### src/rtl/fpu_float_normalize_round_pkg.sv
// Shared FPU types and constants: round modes, special kinds, exception flags and the
// IEEE-754 rounding-increment decision used by every datapath's final stage.
package fpu_float_normalize_round_pkg;

  typedef enum logic [1:0] {
    FPU_ROUND_MODE_EVEN = 2'd0,
    FPU_ROUND_MODE_DOWN = 2'd1,
    FPU_ROUND_MODE_UP   = 2'd2,
    FPU_ROUND_MODE_ZERO = 2'd3
  } fpu_round_mode_e;

  typedef enum logic [1:0] {
    FPU_SPECIAL_NONE = 2'd0,
    FPU_SPECIAL_NAN  = 2'd1,
    FPU_SPECIAL_INF  = 2'd2
  } fpu_special_e;

  typedef struct packed {
    logic inexact;
    logic overflow;
    logic underflow;
  } fpu_flags_t;

  localparam logic [31:0] FPU_FLOAT_NAN        = 32'hFFFF_FFFF;
  localparam logic [31:0] FPU_FLOAT_POS_INF    = 32'h7F80_0000;
  localparam logic [31:0] FPU_FLOAT_NEG_INF    = 32'hFF80_0000;
  localparam logic [31:0] FPU_FLOAT_MAX_FINITE = 32'h7F7F_FFFF;

  function automatic logic fpu_round_increment(input fpu_round_mode_e mode, input logic sign,
                                               input logic lsb, input logic [1:0] guard,
                                               input logic sticky);
    logic rb;
    logic rest;
    logic inc;
    rb   = guard[1];
    rest = guard[0] | sticky;
    inc  = 1'b0;
    unique case (mode)
      FPU_ROUND_MODE_EVEN: inc = rb & (rest | lsb);
      FPU_ROUND_MODE_UP:   inc = ~sign & (rb | rest);
      FPU_ROUND_MODE_DOWN: inc = sign & (rb | rest);
      FPU_ROUND_MODE_ZERO: inc = 1'b0;
    endcase
    return inc;
  endfunction

endpackage

### src/rtl/fpu_leading_zero_count.sv
// Combinational leading-zero counter over a 26-bit vector; all-zero input yields 26.
module fpu_leading_zero_count (
  input  logic [25:0] data_i,
  output logic [4:0]  count_o
);

  always_comb begin
    count_o = 5'd26;
    // Ascending scan so the most significant set bit wins.
    for (int i = 0; i < 26; i++) begin
      if (data_i[i]) count_o = 5'(25 - i);
    end
  end

endmodule

### src/rtl/fpu_float_normalize_round.sv
// Two-stage normalize/round/pack back end for binary32 results with valid/ready on both sides.
// Stage 1 normalizes so the hidden bit lands at bit 23; stage 2 rounds, range-checks and packs.
module fpu_float_normalize_round
  import fpu_float_normalize_round_pkg::*;
#(
  parameter int unsigned EXP_WIDTH = 10
) (
  input  logic                 clk,
  input  logic                 rst,
  input  logic                 in_valid,
  output logic                 in_ready,
  input  logic                 in_sign,
  input  logic [EXP_WIDTH-1:0] in_exponent,
  input  logic [24:0]          in_mantissa,
  input  logic [1:0]           in_guard,
  input  logic                 in_sticky,
  input  logic [1:0]           in_round_mode,
  input  logic [1:0]           in_special,
  output logic                 out_valid,
  input  logic                 out_ready,
  output logic [31:0]          out_result,
  output logic                 out_inexact,
  output logic                 out_overflow,
  output logic                 out_underflow
);

  // Two guard bits of headroom so +1 and -26 adjustments never wrap.
  localparam int unsigned EW = EXP_WIDTH + 2;

  typedef struct packed {
    logic            sign;
    logic [EW-1:0]   exp;
    logic [22:0]     frac;
    logic [1:0]      guard;
    logic            sticky;
    fpu_round_mode_e mode;
    fpu_special_e    special;
    logic            zero;
  } norm_t;

  logic       s1_valid_q, s1_valid_d;
  norm_t      s1_q, s1_d, norm;
  logic       out_valid_q, out_valid_d;
  logic [31:0] out_result_q, out_result_d;
  fpu_flags_t out_flags_q, out_flags_d;

  logic in_fire, s2_ready, s1_advance;

  assign s2_ready   = ~out_valid_q | out_ready;
  assign s1_advance = s1_valid_q & s2_ready;
  assign in_ready   = ~s1_valid_q | s1_advance;
  assign in_fire    = in_valid & in_ready;

  // Stage 1: normalize
  logic [4:0]    lz;
  logic [EW-1:0] exp_ext;
  logic [25:0]   shifted;
  logic [23:0]   mant_n;
  logic          unused_hidden;

  fpu_leading_zero_count u_lzc (
    .data_i  ({in_mantissa[23:0], in_guard}),
    .count_o (lz)
  );

  assign exp_ext       = {{2{in_exponent[EXP_WIDTH-1]}}, in_exponent};
  assign shifted       = {in_mantissa[23:0], in_guard} << lz;
  assign unused_hidden = mant_n[23];

  always_comb begin
    norm         = '0;
    norm.sign    = in_sign;
    norm.mode    = fpu_round_mode_e'(in_round_mode);
    norm.special = fpu_special_e'(in_special);
    norm.zero    = ~|{in_mantissa, in_guard, in_sticky};
    norm.sticky  = in_sticky;
    norm.guard   = in_guard;
    norm.exp     = exp_ext;
    mant_n       = in_mantissa[23:0];
    if (in_mantissa[24]) begin
      mant_n      = in_mantissa[24:1];
      norm.guard  = {in_mantissa[0], in_guard[1]};
      norm.sticky = in_sticky | in_guard[0];
      norm.exp    = exp_ext + EW'(1);
    end else if (!in_mantissa[23]) begin
      mant_n     = shifted[25:2];
      norm.guard = shifted[1:0];
      norm.exp   = exp_ext - EW'(lz);
    end
    norm.frac = mant_n[22:0];
  end

  always_comb begin
    s1_d       = in_fire ? norm : s1_q;
    s1_valid_d = s1_valid_q;
    if (in_fire)         s1_valid_d = 1'b1;
    else if (s1_advance) s1_valid_d = 1'b0;
  end

  // Stage 2: round, range check, pack. Adding inc to {exp, frac} lets a frac carry bump exp.
  logic          inc, inexact;
  logic [EW+22:0] rnd;
  logic [EW-1:0] exp_r;
  logic [31:0]   inf_word, max_word;

  assign inc      = fpu_round_increment(s1_q.mode, s1_q.sign, s1_q.frac[0], s1_q.guard,
                                        s1_q.sticky);
  assign rnd      = {s1_q.exp, s1_q.frac} + {{(EW + 22){1'b0}}, inc};
  assign exp_r    = rnd[EW+22:23];
  assign inexact  = |{s1_q.guard, s1_q.sticky};
  assign inf_word = s1_q.sign ? FPU_FLOAT_NEG_INF : FPU_FLOAT_POS_INF;
  assign max_word = {s1_q.sign, FPU_FLOAT_MAX_FINITE[30:0]};

  always_comb begin
    out_result_d = out_result_q;
    out_flags_d  = out_flags_q;
    out_valid_d  = out_valid_q;
    if (s2_ready) out_valid_d = s1_valid_q;
    if (s1_advance) begin
      out_flags_d = '0;
      if (s1_q.special == FPU_SPECIAL_NAN) begin
        out_result_d = FPU_FLOAT_NAN;
      end else if (s1_q.special == FPU_SPECIAL_INF) begin
        out_result_d = inf_word;
      end else if (s1_q.zero) begin
        out_result_d = {s1_q.sign, 31'd0};
      end else if ($signed(exp_r) >= $signed(EW'(255))) begin
        out_flags_d.overflow = 1'b1;
        out_flags_d.inexact  = 1'b1;
        unique case (s1_q.mode)
          FPU_ROUND_MODE_EVEN: out_result_d = inf_word;
          FPU_ROUND_MODE_ZERO: out_result_d = max_word;
          FPU_ROUND_MODE_UP:   out_result_d = s1_q.sign ? max_word : inf_word;
          FPU_ROUND_MODE_DOWN: out_result_d = s1_q.sign ? inf_word : max_word;
        endcase
      end else if ($signed(exp_r) <= $signed(EW'(0))) begin
        out_result_d          = {s1_q.sign, 31'd0};
        out_flags_d.underflow = 1'b1;
        out_flags_d.inexact   = 1'b1;
      end else begin
        out_result_d        = {s1_q.sign, exp_r[7:0], rnd[22:0]};
        out_flags_d.inexact = inexact;
      end
    end
  end

  always_ff @(posedge clk) begin
    if (rst) begin
      s1_valid_q   <= 1'b0;
      s1_q         <= '0;
      out_valid_q  <= 1'b0;
      out_result_q <= '0;
      out_flags_q  <= '0;
    end else begin
      s1_valid_q   <= s1_valid_d;
      s1_q         <= s1_d;
      out_valid_q  <= out_valid_d;
      out_result_q <= out_result_d;
      out_flags_q  <= out_flags_d;
    end
  end

  assign out_valid     = out_valid_q;
  assign out_result    = out_result_q;
  assign out_inexact   = out_flags_q.inexact;
  assign out_overflow  = out_flags_q.overflow;
  assign out_underflow = out_flags_q.underflow;

endmodule

### config.mk
export PLATFORM = sky130hd
export DESIGN_NAME = fpu_float_normalize_round
export DESIGN_NICKNAME = d
export VERILOG_FILES = /design/src/rtl/fpu_float_normalize_round_pkg.sv /design/src/rtl/fpu_leading_zero_count.sv /design/src/rtl/fpu_float_normalize_round.sv
export SDC_FILE = /design/constraint.sdc
export NUM_CORES = 1
export LEC_CHECK = 0
export CORE_ASPECT_RATIO = 0.8
export CORE_MARGIN = 2
export CORE_UTILIZATION = 45
export CTS_CLUSTER_SIZE = 30
export DETAILED_ROUTE_END_ITERATION = 6
export GPL_ROUTABILITY_DRIVEN = 1
export PLACE_DENSITY = 0.7
export SKIP_LAST_GASP = 1
export SLEW_MARGIN = 10
export SYNTH_ARGS = -nofsm -noshare
export SYNTH_HDL_FRONTEND = slang
export SYNTH_SLANG_ARGS = --single-unit
export TNS_END_PERCENT = 1
### constraint.sdc
create_clock -name clk -period 4.1 [get_ports clk]
set_input_delay 0.82 -clock clk [delete_from_list [all_inputs] [get_ports clk]]
set_output_delay 0.82 -clock clk [all_outputs]
set_load 0.03 [all_outputs]
==> flow_metrics.tcl <==
set metrics [dict create \
    status "completed" \
    post-route-min-period_ps 3880 \
    ys_seq_elements 80 \
    power.share.combinational 0.289 \
    grt_max_degree 36 \
    end_kind "register" \
    critPathMostFrequentCell "ha_1" \
    grt_pass1_wl_um 35600 \
    ys_seq_area_frac 0.242 \
    cts_setup_buffers 0 \
    seqPwrFrac 0.341 \
    synthTopCellsByCount "nand2_1, nor2_1, dfxtp_1" \
    drc 0 \
    reg2reg_from "s1_q[4]$_SDFFE_PP0P_" \
    initial_core_util 0.462 \
    setup_viol_count_final 0 \
    critPathMaxFanout 13 \
    power.switching_w 0.000813 \
    period_share 0.946 \
    hold_path.class "register to register" \
    yosys_warnings 0 \
    ant_nets 0 \
    vias_per_cell 5.99 \
    clock_latency_ps 340 \
    p_clk_frac 0.370 \
    grt_overflow 0 \
    critPathBufInv 3 \
    fin_tns_setup_ps 0 \
    max_stage_delay_ps 410 \
    ctsResizeCount 0 \
    rsz0062_at_grt "true" \
    cts_made_buffers 9 \
    htree_levels 3 \
    max-cap-violations 0 \
    clk_path_buf_depth 2 \
    synth_edf_count 0 \
    grt_pass1_vias 6576 \
    final_hold_viol_count 0 \
    portBuffers 83 \
    die-height_um 112 \
    fin_worst_skew_ps 6.24 \
    rows 39 \
    firstDrtPassIters 5 \
    clock-root-buffer "clkbuf_16" \
    cts.reportedPaths.clkPinSlew_ps 60 \
    synth.distinct_cells 85 \
    synth_top_flop_cell "dfxtp_1" \
    vias 7207 \
    layout.cells.non_filler 1204 \
    cts_sinks 80 \
    layout-drive-gt1-share 0.139 \
    cp-start-kind "register" \
    dpl.hpwl_um 17000 \
    reg2reg_depth 16 \
    hold_buffers 0 \
    hold_depth 2 \
    finalWirelength_um 21900 \
    ios 84 \
    power_density_nw_per_um2 319 \
    slew_headroom 0.545 \
    reg2reg_setup_slack_ps 220 \
    crit_family "simple AND/OR/NAND/NOR gates" \
    worstPathCellList "inv_1, ha_1, ha_1, inv_1, a21oi_1, a211oi_1, ha_1, and2_0, nand4_1, nor4_4, mux2i_1, o22ai_1, a31oi_2, and2_1, buf_4, o21ai_0" \
    syn-instance-count 916 \
    p_leak_nw 3.18 \
    fmax_mhz 258 \
    required_ps 4320 \
    critPathSlowestCell "dfxtp_1" \
    slew_viol_final 0 \
    nNetsFinal 1076 \
    path_class "register to register" \
    intPower_w 0.00183 \
    worstReg2RegEnd "out_result[31]$_SDFFE_PP0P_" \
    yosysTopAreaCell "dfxtp_1" \
    synth.cell_area_sq_um 6610 \
    place_congestion 1.04 \
    antenna_found_initial 0 \
    yosys.area.top_type_share 0.242 \
    hold_end "s1_q[34]$_SDFFE_PP0P_" \
    grt_use_total 0.281 \
    wl_per_cell_um 18.2 \
    tightest_slew_ps 666 \
    cts_tree "built" \
    drt_iter0_drc 716 \
    yosysMostFrequentCell "nand2_1" \
    async_flop_share 0 \
    die_w_um 139 \
    critPathArrivalTime_ps 4090 \
    diodes 0 \
    place_inst 1188 \
    synth_area_leaders "dfxtp_1, nand2_1, nor2_1, mux2i_1, a21oi_1" \
    die_area_sq_um 15700 \
    worstHoldStart "s1_q[34]$_SDFFE_PP0P_" \
    synthToLayoutAreaGrowth_pct 25.4 \
    synth_fp_nets 977 \
    ir_drop_mv 0.264 \
    synth.avg_cell_area_sq_um 7.21 \
    core_sq_um 14300 \
    swShare 0.307 \
]
-- cells by family (layout without fill, tap and decap cells) --
logic type                 count (synthesis)  after routing  synth area share
adders and majority gates                 14             14            0.0277
and+or+nand+nor                          394            394             0.281
AOI/OAI and AO/OA                        254            254             0.265
buffers and inverters                     98            202            0.0688
muxes                                     36             36            0.0625
xor gates and xnor gates                  40             40            0.0530
DFF                                       80             80             0.242
-- metal layers --
metal / track usage / wire (um)
met1: 0.428 / 10800
met2: 0.414 / 9240
met3: 0.0533 / 1580
met4: 0.0512 / 238
met5: 0 / 0
-- power groups by stage --
stage          Clock (W)  Combinational, W  Sequential [W]
2_1_floorplan          0          0.000427        0.000952
3_3_place_gp           0          0.000746        0.000917
3_5_place_dp           0          0.000748        0.000918
4_1_cts         0.000989          0.000753        0.000901
5_1_grt          0.00102          0.000826        0.000911
6_report        0.000978          0.000763        0.000902
-- layout by cell type, fill, tap and decap left out, types with 4 or more instances in the layout --
master and instances:
a211oi_1 37, a211oi_2 6, a21boi_0 4, a21o_1 5, a21oi_1 59, a221oi_1 11
a31oi_1 10, and2_1 5, and3_1 11, and4_1 6, buf_4 79, bufinv_16 4
clkbuf_16 9, clkdlybuf4s50_1 81, dfxtp_1 80, ha_1 13, inv_1 18, inv_2 4
mux2i_1 30, mux4_2 4, nand2_1 132, nand2b_1 6, nand3_1 38, nand4_1 10
nor2_1 109, nor2b_1 10, nor3_1 34, nor4_1 8, o211ai_1 12, o21ai_0 43
o21ai_1 5, o22ai_1 10, xnor2_1 28, xor2_1 12
-- worst min-delay path, delay by kind of cell, from the launching register on --
kind            cells  cell delay, ps
compound gates      1              50
flops               1             320
simple gates        1              60
-- cell type report --
class                           instances  area [sq um]
Clock buffer                           10           239
Clock inverter                          6           130
Fill cell                            1338          6010
Inverter                               23          88.8
Multi-Input combinational cell        738          4560
Sequential cell                        80          1600
Tap cell                              184           230
Timing Repair Buffer                  163          1430
-- metrics by stage --
stage                     hold slack (ps)  instance area [sq um]  utilization  setup WS (ps)  total power [W]
after floorplan                       452                   6610            -           62.6          0.00138
after CTS                             477                   8280        0.579            186          0.00264
final                                 477                   8290        0.580            222          0.00264
after global placement                468                   7910        0.553           -126          0.00166
after detailed placement              470                   7910        0.553           -132          0.00167
after global routing                  510                   8290        0.580          -66.0          0.00276
-- sequential cells by signal, indices dropped and copies added (netlist names) --
signal         cells
out_underflow      1
s1_valid_q         1
out_valid          1
out_overflow       1
out_result        32
s1_q              42
out_inexact        1
max_word           1
-- how the worst max path moves through the flow --
stage                         start                     endpoint  cells after the start
2_1_floorplan       in_mantissa[14]        s1_q[39]$_SDFFE_PP0P_                     17
3_3_place_gp        in_mantissa[18]        s1_q[40]$_SDFFE_PP0P_                     17
3_5_place_dp        in_mantissa[18]        s1_q[40]$_SDFFE_PP0P_                     17
4_1_cts             in_mantissa[18]        s1_q[40]$_SDFFE_PP0P_                     17
5_1_grt             in_mantissa[18]        s1_q[40]$_SDFFE_PP0P_                     17
6_report       s1_q[4]$_SDFFE_PP0P_  out_result[31]$_SDFFE_PP0P_                     16
No activity file was read; power rests on OpenSTA's default activity.
==> patch 1, RTL diff (same flow settings) <==
Reset style: asynchronous (`rst`), changed in one clocked block.
--- a/src/rtl/fpu_float_normalize_round.sv
+++ b/src/rtl/fpu_float_normalize_round.sv
@@ -145,5 +145,5 @@
   end
 
-  always_ff @(posedge clk) begin
+  always_ff @(posedge clk or posedge rst) begin
     if (rst) begin
       s1_valid_q   <= 1'b0;
Function: differs if rst is asserted again (counterexample within 4 cycles, from zero or initial values and one cycle with rst high); with rst held inactive, the same outputs for 4 cycles.
==> patch 1 against the unedited design <==
Via count down 0.74%. Synthesized area up 1.6%. Sequential cell count unchanged. Routed wire length down 1.5%. Setup slack worse by 0.029 ns. Clock skew about the same. Power up 28%. Design area up 4.3%. Combinational power up 83%. First-iteration DRC count up 0.70%. Largest cell class unchanged.
==> patch 1: results (changes against the unedited design) <==
TritonCTS Buffers 9 (unchanged); asr flop ratio synth 100.0% (+100 points); share of layout cells above drive strength 1 16.00% (+2.1 points); ranking of synthesized cells by area dfrtp_1 30%, mux2i_1 7.2%, a21oi_1 6.0%; clk buf depth 2 (unchanged); clk slew on worst S/H paths 0.06 ns (about the same); Leakage 3.602 nW (+13%); worst hold-check path type reg -> reg; Ys Warns 0 (unchanged); slowest stage delay, CP 0.45 ns (+0.04 ns); Peak VDD IR 0.2488 mV (-5.6%); Slowest-stage cell, CP or3_4; Clock Skew 0.006522 ns (+0.0002836 ns); post-synthesis mux area share 7.833% (+1.6 points); hold path startpoint out_underflow; Largest Register s1_q; root buffer cell clkbuf_16; fmax 0.2560 GHz (-0.74%); # fillers 1346 (+0.60%); reg2reg end out_result[9]; via/cell ratio 6.073 (+1.5%); CP Data Arrival Time 4.13 ns (+0.04 ns); worst reg2reg path depth 17 (+1); post-synthesis xor/xnor area fraction 4.830% (-0.47 points); detailed placement HPWL 16.82 mm (-1.3%); fin nets 1050 (-2.4%); GRT Util Overall 27.63% (-0.48 points); post-CTS setup buffers 0 (unchanged); post-synthesis sequential area ratio 29.84% (+5.6 points); drt pass-1 iters 7 (+2); Post-Syn Nets 920 (-5.8%); P_seq 1.13 mW (+25%); Synth Area in Adders 2.872% (+0.11 points); critical path peak fanout 23 (+10); CP Class reg -> reg; Pint 2.118 mW (+16%); clk_lat worst skew 0.34 ns (about the same); # resized after CTS 0 (unchanged); status finished clean; pin count of the biggest net entering global routing 43 (+19%); Slew Limit Headroom 55.25% (+0.77 points); pre-CTS WS -0.1341 ns (-0.002112 ns); Synth cell types 79 (-7.1%); Psw 1.273 mW (+57%); Post-Route WL 21.56 mm (-1.5%); worst setup path start s1_q[4]; CP delay by family, top compound AO/OA/AOI/OAI gates; DRT iter0 DRCs 721 (+0.70%); vias in the first global route 6597 (+0.32%); Compound-Gate Fraction of Synth Area 24.93% (-1.5 points); r2r setup slk 0.19 ns (-0.03 ns); H-Tree Depth 3 (unchanged); synth cell count leaders 92 x nor2_1, 89 x nand2_1, 81 x a21oi_1; RD Place Congestion 0.9760 (-6.1%); WHS Endpoint out_underflow; first-pass GRT wire length 35.29 mm (-0.76%); Logic pwr share 41.1% (+12 points); Post-synth top flop dfrtp_1
patch 1: cell type report:
| type | count | area share, % |
|---|---|---|
| inverter | 29 | 1.289 |
| clock inverter | 5 | 0.9266 |
| multi-input combinational | 680 | 50.04 |
| sequential | 80 | 23.16 |
| clock buffer | 11 | 2.809 |
| tap | 184 | 2.664 |
| timing repair buffer | 189 | 19.11 |
patch 1: stage by stage:
step	hold WS, ns	TNS [ns]	instances	area, um^2
after CTS	0.5005	0	1176	8594
after detailed placement	0.4869	-0.1341	1160	8272
after global routing	0.5296	-0.8193	1178	8642
after floorplan	0.4708	0	859	6714
final	0.4938	0	1178	8642
after global placement	0.4844	-0.009682	1160	8272
patch 1: per-layer routing:
layer  up-vias  routed length, um  track usage [%]
met3        34               1872            6.686
met4         0                389            5.800
met1      3383              10450            43.34
li1       3413                  -                -
met2       324               8848            38.17
met5         -                  0                0
patch 1: worst min-delay path, cell delays in order (launching register included):
cell and delay [ns]:
dfrtp_1 0.34, nand2_1 0.06, o31ai_2 0.05
==> patch 2, RTL diff (config.mk and constraints unchanged) <==
Made on the original files. The parameter `EXP_WIDTH` goes from 10 to 11.
--- a/src/rtl/fpu_float_normalize_round.sv
+++ b/src/rtl/fpu_float_normalize_round.sv
@@ -4,5 +4,5 @@
   import fpu_float_normalize_round_pkg::*;
 #(
-  parameter int unsigned EXP_WIDTH = 10
+  parameter int unsigned EXP_WIDTH = 11
 ) (
   input  logic                 clk,
Interface: changed (resized in_exponent); port bits go from 84 to 85. The function was not compared with the original's and may differ.
==> patch 2 against the unedited design <==
Largest power group is now registers. Routed wire length rose by 7.8%. Sequential cell count is 1 higher. Sequential share of layout area down 0.25 points. Clock skew about the same. Largest cell class unchanged. Synthesized area grew 2.8%. Setup slack worse by 0.040 ns. Power shrank 3.8%. Design area up 2.6%. Critical path type is now in -> reg.
==> patch 2: results (changes against the unedited design) <==
vias in the first global route 7008 (+6.6%); syn_area_per_cell 7.139 um^2 (-1.0%); detailed placement HPWL 17.85 mm (+4.7%); routed length per placed instance 18.94 um (+4.2%); CP Data Arrival Time 4.17 ns (+0.08 ns); synth cell count leaders 106 x nor2_1, 95 x a21oi_1, 89 x nand2_1; via/cell ratio 6.280 (+4.9%); drt pass-1 iters 6 (+1); Leakage 3.163 nW (-0.46%); pin count of the biggest net entering global routing 45 (+25%); GRT Util Overall 29.19% (+1.1 points); worst-margin pin slew 0.7550 ns (+0.08940 ns); fin nets 1114 (+3.5%); slowest stage delay, CP 0.54 ns (+0.13 ns); IO buf count 84 (+1.2%); Clock Skew 0.006562 ns (+0.0003235 ns); DRT iter0 DRCs 908 (+27%); status finished clean; CP delay by family, top compound AO/OA/AOI/OAI gates; post-synthesis sequential area ratio 23.88% (-0.36 points); first-pass GRT wire length 37.65 mm (+5.9%); ranking of synthesized cells by area dfxtp_1 24%, a21oi_1 7.0%, nor2_1 5.9%; pre-CTS WS -0.1634 ns (-0.03144 ns); Post-Syn Nets 1013 (+3.7%); RD Place Congestion 1.036 (-0.35%); Largest register FFs 43 (+2.4%); Peak VDD IR 0.2354 mV (-11%)
## patch 2: cell types whose count changed in the layout (fill, tap and decap cells not counted), sizes merged, moves of 9 or more
| cell | before | now |
|---|---|---|
| nand2 | 134 | 89 |
| o31ai | 3 | 14 |
| nor3 | 34 | 64 |
| o21ai | 49 | 35 |
| mux2i | 30 | 14 |
| inv | 23 | 32 |
| nand3 | 38 | 21 |
| a21oi | 61 | 98 |
## patch 2: kinds of logic (layout without fill, tap and decap cells)
kind of cell / Yosys count / count (layout) / share of synthesized area, %
buf+inv: 112 / 218 / 7.040
mux: 18 / 18 / 3.059
flops: 81 / 81 / 23.89
simple gates: 381 / 381 / 27.24
fa+ha+maj: 15 / 15 / 2.838
xor+xnor: 41 / 41 / 5.289
compound gates: 303 / 303 / 30.65
## patch 2: path summary, 6_finish.rpt
path         slack [ns]  depth (start not counted)          end            start
max                0.18                         15     s1_q[40]  in_mantissa[14]
min                0.46                          2  out_inexact      out_inexact
max reg2reg        0.22                         16  out_inexact          s1_q[4]
min reg2reg        0.46                          2  out_inexact      out_inexact
## patch 2: repair_timing
item                                    4_1_cts  5_1_grt
resized for setup                             0        4
endpoints found under the setup margin        0       36
setup buffers                                 0        0
## patch 2: final cells by class
type | count | area share (%)
clock inverters | 3 | 0.7657
well taps | 189 | 2.783
flip-flops and latches | 81 | 19.08
clock buffers | 13 | 2.827
inverters | 33 | 1.458
multi-input cells | 758 | 55.65
repair buffers | 169 | 17.43
## patch 2: per-layer routing
layer	routed length, um	GRT usage [%]	part of all wire, %
met1	10550	42.47	45
met2	10020	43.59	42
met3	2452	6.465	10
met4	572	7.667	2.4
met5	0	0	0
## patch 2: worst register-to-register path, stage by stage (launching register included)
cell      delay, ns
dfxtp_1        0.40
inv_1          0.09
ha_1           0.18
ha_1           0.26
inv_1          0.05
a21oi_1        0.10
a211oi_1       0.24
ha_1           0.21
nand3_1        0.10
or3_1          0.49
or3_1          0.45
xnor2_1        0.24
and4_1         0.27
a41oi_2        0.12
buf_4          0.23
a31o_2         0.27
a21oi_1        0.10
## patch 2: stage by stage
stage | cell area [um^2] | hold slack (ns) | utilization, % | setup TNS [ns]
floorplan | 6798 | 0.4532 | - | 0
global placement | 8177 | 0.4516 | 55.01 | -0.1902
detailed placement | 8177 | 0.4601 | 55.01 | -0.4415
CTS | 8482 | 0.4710 | 57.06 | 0
global route | 8497 | 0.4970 | 57.16 | -0.004052
finish | 8497 | 0.4625 | 57.16 | 0
## patch 2: power breakdown
part / internal (mW) / switching [mW]
Sequential: 0.851 / 0.0630
Clock: 0.533 / 0.310
Combinational: 0.325 / 0.461
Total: 1.71 / 0.834
